## config.mk

```make
export PLATFORM = sky130hd
export DESIGN_NAME = io_frame_controller
export DESIGN_NICKNAME = d
export VERILOG_FILES = /design/src/rtl/io_frame_pkg.sv /design/src/rtl/io_frame_controller.sv
export SDC_FILE = /design/constraint.sdc
export NUM_CORES = 1
export LEC_CHECK = 0
export CAP_MARGIN = 20
export CORE_ASPECT_RATIO = 1.25
export CORE_UTILIZATION = 42
export DETAILED_ROUTE_END_ITERATION = 12
export PLACE_DENSITY = 0.75
export SLEW_MARGIN = 20
export SYNTH_ARGS = -nofsm -noshare
export SYNTH_HDL_FRONTEND = slang
export SYNTH_SLANG_ARGS = --single-unit
```

## constraint.sdc

```tcl
create_clock -name clk -period 1.7 [get_ports clk]
set_clock_uncertainty 0.05 [all_clocks]
set_input_delay 0.17 -clock clk [delete_from_list [all_inputs] [get_ports clk]]
set_output_delay 0.17 -clock clk [all_outputs]
set_load 0.05 [all_outputs]
```

## src/rtl/io_frame_pkg.sv

```systemverilog
// Shared types and constants for the UART-to-compute frame controller.
package io_frame_pkg;

    localparam int ByteWidth = 8;

    typedef enum logic [1:0] {
        RX_COLLECT = 2'd0,
        IN_HANDOFF = 2'd1,
        OUT_WAIT   = 2'd2,
        TX_SEND    = 2'd3
    } frame_state_e;

    // Lane counter must address the larger of the two frames, never narrower than one bit.
    function automatic int count_width(input int in_bytes, input int out_bytes);
        int max_bytes;
        if (in_bytes > out_bytes) begin
            max_bytes = in_bytes;
        end else begin
            max_bytes = out_bytes;
        end
        if (max_bytes > 32'sd1) begin
            return $clog2(max_bytes);
        end else begin
            return 32'sd1;
        end
    endfunction

endpackage

```

## src/rtl/io_frame_controller.sv

```systemverilog
// Collects UART bytes into a compute operand, hands it off, then streams the
// compute result back out to the UART transmitter one byte at a time, LSB first.
module io_frame_controller
    import io_frame_pkg::*;
#(
    parameter int InputBytes  = 1,
    parameter int OutputBytes = 1
) (
    input  logic                            clk,
    input  logic                            rst_n,
    input  logic [ByteWidth-1:0]            rx_byte,
    input  logic                            rx_byte_valid,
    output logic                            rx_byte_done,
    output logic [ByteWidth-1:0]            tx_byte,
    output logic                            tx_byte_valid,
    input  logic                            tx_byte_done,
    output logic [InputBytes*ByteWidth-1:0] flat_input,
    output logic                            flat_input_valid,
    input  logic                            flat_input_ready,
    input  logic [OutputBytes*ByteWidth-1:0] flat_output,
    input  logic                            flat_output_valid,
    output logic                            flat_output_ready,
    output logic                            clear_to_send_out_n
);

    localparam int CountW = count_width(InputBytes, OutputBytes);
    localparam logic [CountW-1:0] CountZero = CountW'(0);
    localparam logic [CountW-1:0] CountOne  = CountW'(1);
    localparam logic [CountW-1:0] InLast    = CountW'(InputBytes - 1);
    localparam logic [CountW-1:0] OutLast   = CountW'(OutputBytes - 1);

    frame_state_e                     state_r;
    frame_state_e                     state_nxt_s;
    logic [CountW-1:0]                byte_count_r;
    logic [CountW-1:0]                byte_count_nxt_s;
    logic [InputBytes*ByteWidth-1:0]  flat_input_r;
    logic [OutputBytes*ByteWidth-1:0] result_r;
    logic [ByteWidth-1:0]             tx_byte_r;
    logic                             rx_byte_done_r;
    logic                             tx_byte_valid_r;
    logic                             flat_input_valid_r;
    logic                             flat_output_ready_r;
    logic                             cts_n_r;

    logic rx_capture_s;
    logic in_accept_s;
    logic out_accept_s;
    logic tx_accept_s;
    logic tx_last_s;

    // Handshake qualifiers; the done register blocks re-capturing the byte just acknowledged.
    always_comb begin
        rx_capture_s = (state_r == RX_COLLECT) && rx_byte_valid && !rx_byte_done_r;
        in_accept_s  = (state_r == IN_HANDOFF) && flat_input_ready;
        out_accept_s = (state_r == OUT_WAIT) && flat_output_valid;
        tx_accept_s  = (state_r == TX_SEND) && tx_byte_valid_r && tx_byte_done;
        tx_last_s    = (byte_count_r == OutLast);
    end

    // Next-state and lane counter sequencing.
    always_comb begin
        state_nxt_s      = state_r;
        byte_count_nxt_s = byte_count_r;
        case (state_r)
            RX_COLLECT: begin
                if (rx_capture_s) begin
                    if (byte_count_r == InLast) begin
                        byte_count_nxt_s = CountZero;
                        state_nxt_s      = IN_HANDOFF;
                    end else begin
                        byte_count_nxt_s = byte_count_r + CountOne;
                        state_nxt_s      = RX_COLLECT;
                    end
                end else begin
                    byte_count_nxt_s = byte_count_r;
                    state_nxt_s      = RX_COLLECT;
                end
            end
            IN_HANDOFF: begin
                if (in_accept_s) begin
                    state_nxt_s = OUT_WAIT;
                end else begin
                    state_nxt_s = IN_HANDOFF;
                end
            end
            OUT_WAIT: begin
                if (out_accept_s) begin
                    state_nxt_s = TX_SEND;
                end else begin
                    state_nxt_s = OUT_WAIT;
                end
            end
            TX_SEND: begin
                if (tx_accept_s) begin
                    if (tx_last_s) begin
                        byte_count_nxt_s = CountZero;
                        state_nxt_s      = RX_COLLECT;
                    end else begin
                        byte_count_nxt_s = byte_count_r + CountOne;
                        state_nxt_s      = TX_SEND;
                    end
                end else begin
                    byte_count_nxt_s = byte_count_r;
                    state_nxt_s      = TX_SEND;
                end
            end
            default: begin
                state_nxt_s      = RX_COLLECT;
                byte_count_nxt_s = CountZero;
            end
        endcase
    end

    // State and counter registers.
    always_ff @(posedge clk or negedge rst_n) begin
        if (!rst_n) begin
            state_r      <= RX_COLLECT;
            byte_count_r <= CountZero;
        end else begin
            state_r      <= state_nxt_s;
            byte_count_r <= byte_count_nxt_s;
        end
    end

    // Operand assembly: each captured byte lands in the lane selected by the counter.
    always_ff @(posedge clk or negedge rst_n) begin
        if (!rst_n) begin
            flat_input_r   <= '0;
            rx_byte_done_r <= 1'b0;
        end else begin
            rx_byte_done_r <= rx_capture_s;
            if (rx_capture_s) begin
                flat_input_r[int'(byte_count_r)*ByteWidth +: ByteWidth] <= rx_byte;
            end
        end
    end

    // Result capture and outgoing byte selection; the next lane is staged on each accept.
    always_ff @(posedge clk or negedge rst_n) begin
        if (!rst_n) begin
            result_r  <= '0;
            tx_byte_r <= '0;
        end else begin
            if (out_accept_s) begin
                result_r  <= flat_output;
                tx_byte_r <= flat_output[ByteWidth-1:0];
            end else if (tx_accept_s && !tx_last_s) begin
                tx_byte_r <= result_r[int'(byte_count_nxt_s)*ByteWidth +: ByteWidth];
            end
        end
    end

    // Handshake flags decoded from the next state so they line up with the state register.
    always_ff @(posedge clk or negedge rst_n) begin
        if (!rst_n) begin
            tx_byte_valid_r     <= 1'b0;
            flat_input_valid_r  <= 1'b0;
            flat_output_ready_r <= 1'b0;
            cts_n_r             <= 1'b0;
        end else begin
            tx_byte_valid_r     <= (state_nxt_s == TX_SEND);
            flat_input_valid_r  <= (state_nxt_s == IN_HANDOFF);
            flat_output_ready_r <= (state_nxt_s == OUT_WAIT);
            cts_n_r             <= (state_nxt_s != RX_COLLECT);
        end
    end

    assign rx_byte_done      = rx_byte_done_r;
    assign tx_byte           = tx_byte_r;
    assign tx_byte_valid     = tx_byte_valid_r;
    assign flat_input        = flat_input_r;
    assign flat_input_valid  = flat_input_valid_r;
    assign flat_output_ready = flat_output_ready_r;
    // Host is told to hold off while the block itself is held in reset.
    assign clear_to_send_out_n = cts_n_r | ~rst_n;

endmodule

```

* After elaboration in Yosys (flattened, before gate mapping)
Cells that the tools add are included.
** Storage, ports and cells
- Word-level logic and storage cells :: 48
- Register bits :: 32
- Input port bits :: 22
- Memory bits (read-only) :: 0
- Memories kept :: 0
- Memory bits (writable) :: 0
- Output and inout port bits :: 21
- Latch bits :: 0
** Operators by class
- Add/sub/neg operators :: 2
- Multiplexer cells :: 14
- Div/mod/pow operators :: 0
- Reduce and logical (&&, ||, !) cells :: 11
- Equal/unequal tests :: 6
- Bitwise gates (word level) :: 2
- Shift-type cells :: 3
- Magnitude comparators :: 0
- Multiply operators :: 0
** Operator list (number)
- $neg A4 Y33 :: 1
- $shift A8 B33 Y8 const A :: 1
- $shiftx A8 B33 Y8 :: 1
- $mux W8 :: 2
- $bwmux W8 :: 1
- $eq A2 B2 Y1 const B :: 4
- $mux W2 :: 4
- $pmux W2 S4 :: 1
- $shiftx A8 B5 Y8 :: 1
- $logic_and A1 B1 Y1 :: 7
- $mux W1 :: 5
- $eq A2 B1 Y1 const B :: 2
- $reduce_bool A2 Y1 :: 2
- $logic_not A2 Y1 :: 1
- $pmux W1 S2 :: 1
- $add A1 B1 Y1 const B :: 1
- $logic_not A1 Y1 :: 1
- $not A1 Y1 :: 1
- $or A1 B1 Y1 :: 1

* Depth between registers and ports, before layout
Gate-level depths: netlist of the first run.
- Word-level depth :: 8
- Depth in mapped cells :: 8
- Gate-level depth less buffers :: 6

* Worst setup path after synthesis of the first run
No wires, ideal clock.
- Path type :: register -> register
- From :: register tx_byte_valid_r, in the netlist tx_byte_valid
- To :: register state_r[0]
- Stages on the path, launching flop included :: 5
- Clock period less this slack :: 1.738 ns
- Library setup time :: 0.127 ns
- Required time :: 1.523 ns
- Path slack :: -0.038 ns
- Path buffers :: 0
- Arrival :: 1.561 ns
- Cell sequence :: dfrtp_1 > nand2_1 > o21ai_0 > a31oi_1 > or2_2
** Between the ends
- Longest elaborated chain between the ends :: 4
** RTL lines
- from (decl) :: line io_frame_controller.sv:40 : logic tx_byte_valid_r;
- from (signal assigned) :: line io_frame_controller.sv:161 : tx_byte_valid_r <= (state_nxt_s == TX_SEND);
- $logic_and A1 B1 Y1 (2 in a row) :: line io_frame_controller.sv:56 : tx_accept_s = (state_r == TX_SEND) && tx_byte_valid_r && tx_byte_done;
- $mux W2 :: line io_frame_controller.sv:94 : if (tx_accept_s) begin
- $pmux W2 S4 :: line io_frame_controller.sv:64 : case (state_r)
- named net state_nxt_s[0] :: line io_frame_controller.sv:33 : frame_state_e state_nxt_s;
- to (signal assigned) :: line io_frame_controller.sv:120 : state_r <= state_nxt_s;
- to (decl) :: line io_frame_controller.sv:32 : frame_state_e state_r;
The timed path passes the listed nets, and every way through them passes these cells.
A chain may end at the register's enable or synchronous reset.

* Final worst setup path of the first run
- From :: register state_r[0]
- To :: register flat_input_r[3], in the netlist flat_input[3]
** Between the ends
- Longest elaborated chain between the ends :: 3
** RTL lines
- $logic_not A2 Y1 :: line io_frame_controller.sv:53 : rx_capture_s = (state_r == RX_COLLECT) && rx_byte_valid && !rx_byte_done_r;
- $logic_and A1 B1 Y1 (2 in a row) :: line io_frame_controller.sv:53
- named net rx_capture_s :: line io_frame_controller.sv:45 : logic rx_capture_s;
- to (signal, indexed assignment) :: line io_frame_controller.sv:133 : flat_input_r[int'(byte_count_r)*ByteWidth +: ByteWidth] <= rx_byte;
- to (decl) :: line io_frame_controller.sv:36 : logic [InputBytes*ByteWidth-1:0] flat_input_r;
The timed path passes the listed nets, and every way through them passes these cells.

==> reports/metrics.json, run 1 <==
{
  "outcome": {
    "status": "finished clean"
  },
  "cells_and_area": {
    "multi_input_comb_area_sq_um": 601,
    "area.sequential_sq_um": 802,
    "final_core_util_pct": 62.9,
    "area_growth_pct": 41.8,
    "antennaDiodeCount": 0,
    "nets": 193,
    "fill_cells": 255,
    "final_layout_size_suffix_gt1_share_pct": 38.1
  },
  "route": {
    "detail_route.drc_violations": 0,
    "vias": 1080,
    "drtIter0Drc": 20,
    "drt_first_pass_iters": 4,
    "ant_nets": 0,
    "routed_wl_mm": 3.10,
    "via_per_instance_ratio": 5.27,
    "drt-wirelength-per-cell_um": 15.1
  },
  "die": {
    "std_cell_rows": 23,
    "core_sq_um": 3250,
    "die_h_um": 67.6,
    "die-area_sq_um": 3680,
    "initial_utilization_pct": 44.4,
    "boundaryPins": 43,
    "dieWidth_um": 54.4
  },
  "yosys": {
    "synth-seq-cells": 32,
    "synth_top_area_cell": "sky130_fd_sc_hd__dfrtp_1",
    "ys_warnings": 0,
    "synth_top_family_by_area": "compound AO/OA/AOI/OAI gates",
    "compound_cell_area_share_of_the_yosys_netlist_pct": 13.3,
    "postSynthAreaPerCell_sq_um": 12.8,
    "yosysSeqAreaShare_pct": 55.5,
    "synth.net_count": 139,
    "synth_simple_gate_area_share_pct": 10.2,
    "synth_cell_type_count": 26,
    "post_synth_instance_area_sq_um": 1440,
    "postSynthCellCount": 113,
    "netlist_top_cells_area": "sky130_fd_sc_hd__dfrtp_1, sky130_fd_sc_hd__mux2i_1, sky130_fd_sc_hd__mux2_2",
    "synth_xor_xnor_area_share_pct": 0,
    "post-synth-top-area-fraction_pct": 55.5,
    "synth_fa_ha_area_share_pct": 3.47,
    "portion_of_netlist_area_occupied_by_mux_cells_pct": 12.5
  },
  "clock_network": {
    "clockRootBuffer": "sky130_fd_sc_hd__clkbuf_8",
    "cts-htree-levels": 2,
    "cts_inserted_buffers": 5,
    "clock_path_buffers": 2,
    "tritoncts_sink_count": 32,
    "clk_latency_worst_skew_pair_ns": 0.28,
    "worst_setup_hold_path_clk_slew_ns": 0.07,
    "cts_tree": "yes"
  },
  "power_and_ir_drop": {
    "worst_ir_drop_vdd_uv": 1530,
    "leakagePower_nw": 0.967,
    "power.total_mw": 3.76,
    "power_density_nw_per_um2": 1840
  },
  "sta": {
    "hold_viol_final": 0,
    "slew_violations": 0,
    "total_neg_setup_slack_ns": 0,
    "timing.fmax_ghz": 0.617,
    "final_period_minus_worst_setup_slack_ns": 1.62,
    "fin_crit_sh_pct": 95.3,
    "finalSetupViolCount": 0,
    "worst-slew-pin-transition_ns": 0.507,
    "slew-limit-headroom_pct": 66.1
  },
  "hold_path": {
    "hp-class": "input pin to asynchronous set/reset pin"
  },
  "global_route": {
    "grt_pass1_vias": 1092,
    "grt_first_pass_wirelength_mm": 4.70,
    "grt_start_max_net_pins": 33,
    "gr-usage-all-layers_pct": 18.4,
    "grt.overflow.total": 0,
    "grt_antenna_before_repair": 0
  },
  "placed_design": {
    "dp_hpwl_mm": 2.19,
    "gp_congestion": 0.674,
    "port_buffers": 42
  },
  "worst_setup_path": {
    "slowest_delay_ns": 0.41,
    "worst_setup_path_start_kind": "flop",
    "arrival_ns": 1.73,
    "timing.critical_path.cells": "inv_2, ha_1, and3b_2, nor2b_4, mux2_2",
    "critical_path_sink_type": "flop",
    "worst-endpoint-required_ns": 1.81,
    "kind_of_critical_path": "flop to flop",
    "cp_slowest_cell": "sky130_fd_sc_hd__dfrtp_1",
    "critical_path_peak_fanout": 6
  },
  "run": {
    "cap_viol_max_count": 0
  }
}
cells in the mapped netlist, drive strengths merged:
cell    count
or2         2
inv         2
a221oi      1
a21bo       8
mux2        8
ha          4
nand2b      3
nand3       8
nor2        4
a21oi       4
nor3        1
nand3b      1
buf         7
nor2b       2
mux2i       9
nand2       4
o21ai       2
and3b       1
a31oi      10
dfrtp      32
cell usage in the layout (no fill, tap or decap), types with 4 or more instances in the layout:
master / n
sky130_fd_sc_hd__a21bo_2: 8
sky130_fd_sc_hd__a21oi_1: 4
sky130_fd_sc_hd__a31oi_1: 10
sky130_fd_sc_hd__buf_4: 26
sky130_fd_sc_hd__clkbuf_8: 5
sky130_fd_sc_hd__clkdlybuf4s50_1: 21
sky130_fd_sc_hd__dfrtp_1: 31
sky130_fd_sc_hd__mux2_2: 8
sky130_fd_sc_hd__mux2i_1: 9
sky130_fd_sc_hd__nand3_1: 8
sky130_fd_sc_hd__nor2_1: 4
worst max-delay path: cells and delay by family (launching register included):
kind	cells	cell delay (ns)
fa+ha+maj	1	0.16
mux	1	0.36
flops	1	0.41
simple gates	2	0.44
buf+inv	1	0.08
area by class of cell:
cell class                 instances  area share, %
multi-input combinational         74           29.3
sequential                        32           39.2
clock buffer                       6           3.55
clock inverter                     2           1.71
tap                               37           2.26
inverter                           2          0.367
timing repair buffer              52           23.6
metal layers:
metal  up-vias  share of wire, %  wire [um]  global-route usage (%)
li1        511                 -          -                       -
met1       525                42       1290                    19.8
met2        41                51       1580                    32.0
met3         3               6.2        191                    6.76
met4         0               1.2         36                    6.73
met5         -                 0          0                       0
where the power goes:
part	leakage [nW]	total [mW]	internal, mW	switching, mW
combinational	0.504	1.87	0.748	1.12
sequential	0.408	1.19	1.05	0.139
clock	0.0552	0.702	0.434	0.267
total	0.967	3.76	2.23	1.53
registers in the layout, summed over array words and instances (netlist names):
name               cells
byte_count_r           1
cts_n_r                1
flat_input             8
flat_input_valid       1
flat_output_ready      1
result_r               8
rx_byte_done           1
state_r                2
tx_byte                8
tx_byte_valid          1
logic make-up (layout without fill, tap and decap cells):
group                    count (synthesis)  after routing
AO/OA/AOI/OAI                           25             25
flip-flops                              32             32
buffers and inverters                    9             62
AND/OR/NAND/NOR                         26             28
adder cells (fa/ha/maj)                  4              4
multiplexers                            17             17
worst paths after layout:
kind                                   from  depth (start not counted)  slack (ns)             to
min in group clk                result_r[6]                          1        0.43    result_r[6]
worst max register to register   state_r[0]                          5        0.08  flat_input[3]
max in group asynchronous             rst_n                          2        0.99  tx_byte_valid
worst min register to register  result_r[6]                          1        0.43    result_r[6]
worst max-delay path             state_r[0]                          5        0.08  flat_input[3]
worst min-delay path                  rst_n                          2        0.31    result_r[0]
stage by stage:
stage	cells	instance area, sq um	hold WS [ns]	setup slack (ns)
finish	205	2050	0.306	0.0800
global route	205	2050	0.350	-0.00915
CTS	202	2000	0.319	0.0153
detailed placement	194	1890	0.417	0.0162
global placement	194	1890	0.411	0.0494
floorplan	113	1450	-0.176	0.0493
timing repair:
| item | CTS | global route |
|---|---|---|
| setup endpoints to repair | 0 | 19 |
| setup buffers | 0 | 1 |
| resized for setup | 0 | 9 |
| hold buffers | 0 | 0 |
(Power assumes the default switching activity.)
==> run 2: changes to the inputs <==
--- a/config.mk
+++ b/config.mk
@@ -14,3 +14,4 @@
 export SYNTH_ARGS = -nofsm -noshare
 export SYNTH_HDL_FRONTEND = slang
 export SYNTH_SLANG_ARGS = --single-unit
+export TNS_END_PERCENT = 20
==> results of run 2 <==
Final layout, timing and power as in run 1 (identical DEF).
==> run 3: changes to the inputs <==
--- a/config.mk
+++ b/config.mk
@@ -5,10 +5,13 @@
 export SDC_FILE = /design/constraint.sdc
 export NUM_CORES = 1
 export LEC_CHECK = 0
+export ABC_CLOCK_PERIOD_IN_PS = 1700
 export CAP_MARGIN = 20
 export CORE_ASPECT_RATIO = 1.25
 export CORE_UTILIZATION = 42
 export DETAILED_ROUTE_END_ITERATION = 12
+export GPL_TIMING_DRIVEN = 0
+export MAX_ROUTING_LAYER = met4
 export PLACE_DENSITY = 0.75
 export SLEW_MARGIN = 20
 export SYNTH_ARGS = -nofsm -noshare
==> run 3 against run 2 <==
  * Via count is 3.6% higher
  * Worst hold slack worse by 0.10 ns
  * Setup slack worse by 0.037 ns
  * Utilization is 4.2 points higher
  * Critical path depth is 4 lower
  * Register-to-register slack worse by 0.02 ns
  * Largest power group unchanged
  * Count of clock-buffer cells in the layout is 1 higher
  * Combinational power is 12% higher
==> reports/metrics.json, run 3 (synthesis gave the netlist of run 1 again) <==
{
  "worst_setup_path": {
    "timing.critical_path.from": "tx_byte[0]",
    "worst_setup_path_start_kind": "flop",
    "timing.critical_path.cells": "clkdlybuf4s50_1",
    "critical_path_peak_fanout": {"value": 2, "change": "-4"},
    "worst_path_dominant_cell_family": "buffers and inverters",
    "worstRegToRegCells": {"value": 5, "change": "unchanged"},
    "critical_path.n_buffers_inverters": {"value": 1, "change": "unchanged"},
    "slowest_delay": {"value": 0.80, "unit": "ns", "change": "+0.39 ns"},
    "worst-endpoint-required": {"value": 1.48, "unit": "ns", "change": "-0.33 ns"},
    "arrival": {"value": 1.44, "unit": "ns", "change": "-0.29 ns"},
    "kind_of_critical_path": "flop to primary output",
    "regToRegStartpoint": "state_r[0]",
    "cp_slowest_cell": "sky130_fd_sc_hd__clkdlybuf4s50_1",
    "path_depth": {"value": 1, "change": "-4"},
    "critical_path_sink_type": "primary output"
  },
  "die": {
    "std_cell_rows": {"value": 23, "change": "unchanged"},
    "die-area": {"value": 3680, "unit": "sq um", "change": "unchanged"},
    "boundaryPins": {"value": 43, "change": "unchanged"},
    "dieWidth": {"value": 54.4, "unit": "um", "change": "unchanged"},
    "initial_utilization": {"value": 44.4, "unit": "%", "change": "unchanged"},
    "die_h": {"value": 67.6, "unit": "um", "change": "unchanged"},
    "core": {"value": 3250, "unit": "sq um", "change": "unchanged"}
  },
  "clock_network": {
    "clock_path_buffers": {"value": 2, "change": "unchanged"},
    "cts-htree-levels": {"value": 2, "change": "unchanged"},
    "worst_setup_hold_path_clk_slew": {"value": 0.06, "unit": "ns", "change": "about the same"},
    "clockRootBuffer": "sky130_fd_sc_hd__clkbuf_8",
    "clk_latency_worst_skew_pair": {"value": 0.28, "unit": "ns", "change": "about the same"},
    "tritoncts_sink_count": {"value": 32, "change": "unchanged"},
    "cts_inserted_buffers": {"value": 5, "change": "unchanged"},
    "cts_tree": "yes"
  },
  "global_route": {
    "grt_pass1_vias": {"value": 1158, "change": "+6.0%"},
    "busiest_layer": "met2",
    "grtUsageMet2": {"value": 36.0, "unit": "%", "change": "+4.0 points"},
    "gr-usage-all-layers": {"value": 22.1, "unit": "%", "change": "+3.7 points"},
    "globalRouteMet1Util": {"value": 24.0, "unit": "%", "change": "+4.2 points"},
    "grt_start_max_net_pins": {"value": 33, "change": "unchanged"},
    "grt_first_pass_wirelength": {"value": 5.35, "unit": "mm", "change": "+14%"},
    "grt_antenna_before_repair": {"value": 0, "change": "unchanged"},
    "grt.overflow.total": {"value": 0, "change": "unchanged"},
    "global_routing_usage_on_met3": {"value": 7.66, "unit": "%", "change": "+0.90 points"}
  },
  "route": {
    "drt-wirelength-per-cell": {"value": 16.1, "unit": "um", "change": "+6.9%"},
    "routed_wl": {"value": 3.39, "unit": "mm", "change": "+9.5%"},
    "vias": {"value": 1119, "change": "+3.6%"},
    "drt_first_pass_iters": {"value": 4, "change": "unchanged"},
    "drtIter0Drc": {"value": 16, "change": "-20%"},
    "via_per_instance_ratio": {"value": 5.33, "change": "+1.1%"},
    "detail_route.drc_violations": {"value": 0, "change": "unchanged"},
    "ant_nets": {"value": 0, "change": "unchanged"}
  },
  "sta": {
    "slew_violations": {"value": 0, "change": "unchanged"},
    "final_period_minus_worst_setup_slack": {"value": 1.66, "unit": "ns", "change": "+0.0374 ns"},
    "fin_crit_sh": {"value": 97.5, "unit": "%", "change": "+2.2 points"},
    "slew-limit-headroom": {"value": 61.1, "unit": "%", "change": "-5.1 points"},
    "worst-slew-pin-transition": {"value": 0.578, "unit": "ns", "change": "+0.0705 ns"},
    "timing.fmax": {"value": 0.603, "unit": "GHz", "change": "-2.3%"},
    "hold_viol_final": {"value": 0, "change": "unchanged"},
    "post_route_worst_hold_slack": {"value": 0.203, "unit": "ns", "change": "-0.103 ns"},
    "finalSetupViolCount": {"value": 0, "change": "unchanged"}
  },
  "power_and_ir_drop": {
    "power_density": {"value": 1750, "unit": "nW/um^2", "change": "-4.7%"},
    "worst_ir_drop_vdd": {"value": 1230, "unit": "uV", "change": "-19%"},
    "leakagePower": {"value": 1.12, "unit": "nW", "change": "+16%"}
  },
  "cells_and_area": {
    "nets": {"value": 198, "change": "+2.6%"},
    "final_layout_size_suffix_gt1_share": {"value": 31.8, "unit": "%", "change": "-6.3 points"},
    "area.sequential": {"value": 802, "unit": "sq um", "change": "unchanged"},
    "final_core_util": {"value": 67.1, "unit": "%", "change": "+4.2 points"},
    "most-common-layout-cells": "sky130_fd_sc_hd__dfrtp_1, sky130_fd_sc_hd__clkdlybuf4s50_1, sky130_fd_sc_hd__buf_4, sky130_fd_sc_hd__dlymetal6s2s_1, sky130_fd_sc_hd__a31oi_1",
    "area_growth_pct": 51.2,
    "mostFrequentLayoutCell": "sky130_fd_sc_hd__dfrtp_1",
    "fill_cells": {"value": 255, "change": "unchanged"},
    "antennaDiodeCount": {"value": 0, "change": "unchanged"},
    "fin_area": {"value": 2180, "unit": "sq um", "change": "+6.7%"},
    "multi_input_comb_area": {"value": 637, "unit": "sq um", "change": "+6.0%"},
    "finalNonFillerCells": {"value": 210, "change": "+2.4%"}
  },
  "run": {
    "cap_viol_max_count": {"value": 0, "change": "unchanged"}
  },
  "hold_path": {
    "hold_depth": 3,
    "hp-class": "input pin to flop",
    "worst_hold_launch": "flat_output_valid"
  },
  "placed_design": {
    "place_inst": {"value": 191, "change": "-1.5%"},
    "dp_hpwl": {"value": 2.21, "unit": "mm", "change": "+0.90%"},
    "gp_congestion": {"value": 0.765, "change": "+13%"},
    "port_buffers": {"value": 41, "change": "-2.4%"},
    "dpl_cell_area": {"value": 1900, "unit": "sq um", "change": "+0.13%"}
  },
  "outcome": {
    "status": "finished clean"
  }
}
[run 3: path summary, 6_finish.rpt]
check / to / slack (ns)
min: tx_byte[0] / 0.20
min reg2reg: result_r[6] / 0.43
min in group asynchronous: tx_byte[3] / 0.35
max reg2reg: state_r[0] / 0.06
max: tx_byte[0] / 0.04
max in group asynchronous: tx_byte_valid / 1.08
[run 3: layout make-up]
cell class	count	share of cell area, %
clock inverter	1	0.229
clock buffer	7	3.50
buffer	6	2.75
tap	37	2.12
inverter	2	0.344
timing repair buffer	53	25.2
multi-input combinational	72	29.2
sequential	32	36.7
[run 3: repair_timing]
item	CTS	global route
endpoints found under the setup margin	18	31
hold endpoints to repair	32	0
hold buffers	2	0
resized for setup	10	26
gates cloned	1	0
pin swaps	1	2
buffers inserted	5	4
[run 3: metal layers]
layer | wire, um | vias up
met3 | 193 | 6
li1 | - | 521
met1 | 1380 | 546
met5 | 0 | -
met4 | 44 | 0
met2 | 1770 | 46
[run 3: stage by stage]
| step | power [mW] | TNS, ns | worst slack (ns) |
|---|---|---|---|
| floorplan | 2.49 | 0 | 0.0493 |
| global placement | 3.02 | -7.62 | -1.12 |
| detailed placement | 3.08 | -1.34 | -0.152 |
| CTS | 3.77 | -0.000792 | -0.000792 |
| global route | 4.03 | -0.0697 | -0.0419 |
| finish | 3.82 | 0 | 0.0427 |
[run 3: worst reg2reg max path: stages, from the launching register on]
cell and delay (ns):
sky130_fd_sc_hd__dfrtp_1 0.40, sky130_fd_sc_hd__buf_4 0.15, sky130_fd_sc_hd__ha_1 0.24, sky130_fd_sc_hd__o21ai_0 0.25, sky130_fd_sc_hd__a31oi_1 0.15, sky130_fd_sc_hd__or2_2 0.30
[run 3: power by group]
part / total (mW) / switching (mW) / internal (mW)
clock: 0.552 / 0.265 / 0.287
sequential: 1.18 / 0.130 / 1.05
combinational: 2.09 / 1.18 / 0.902
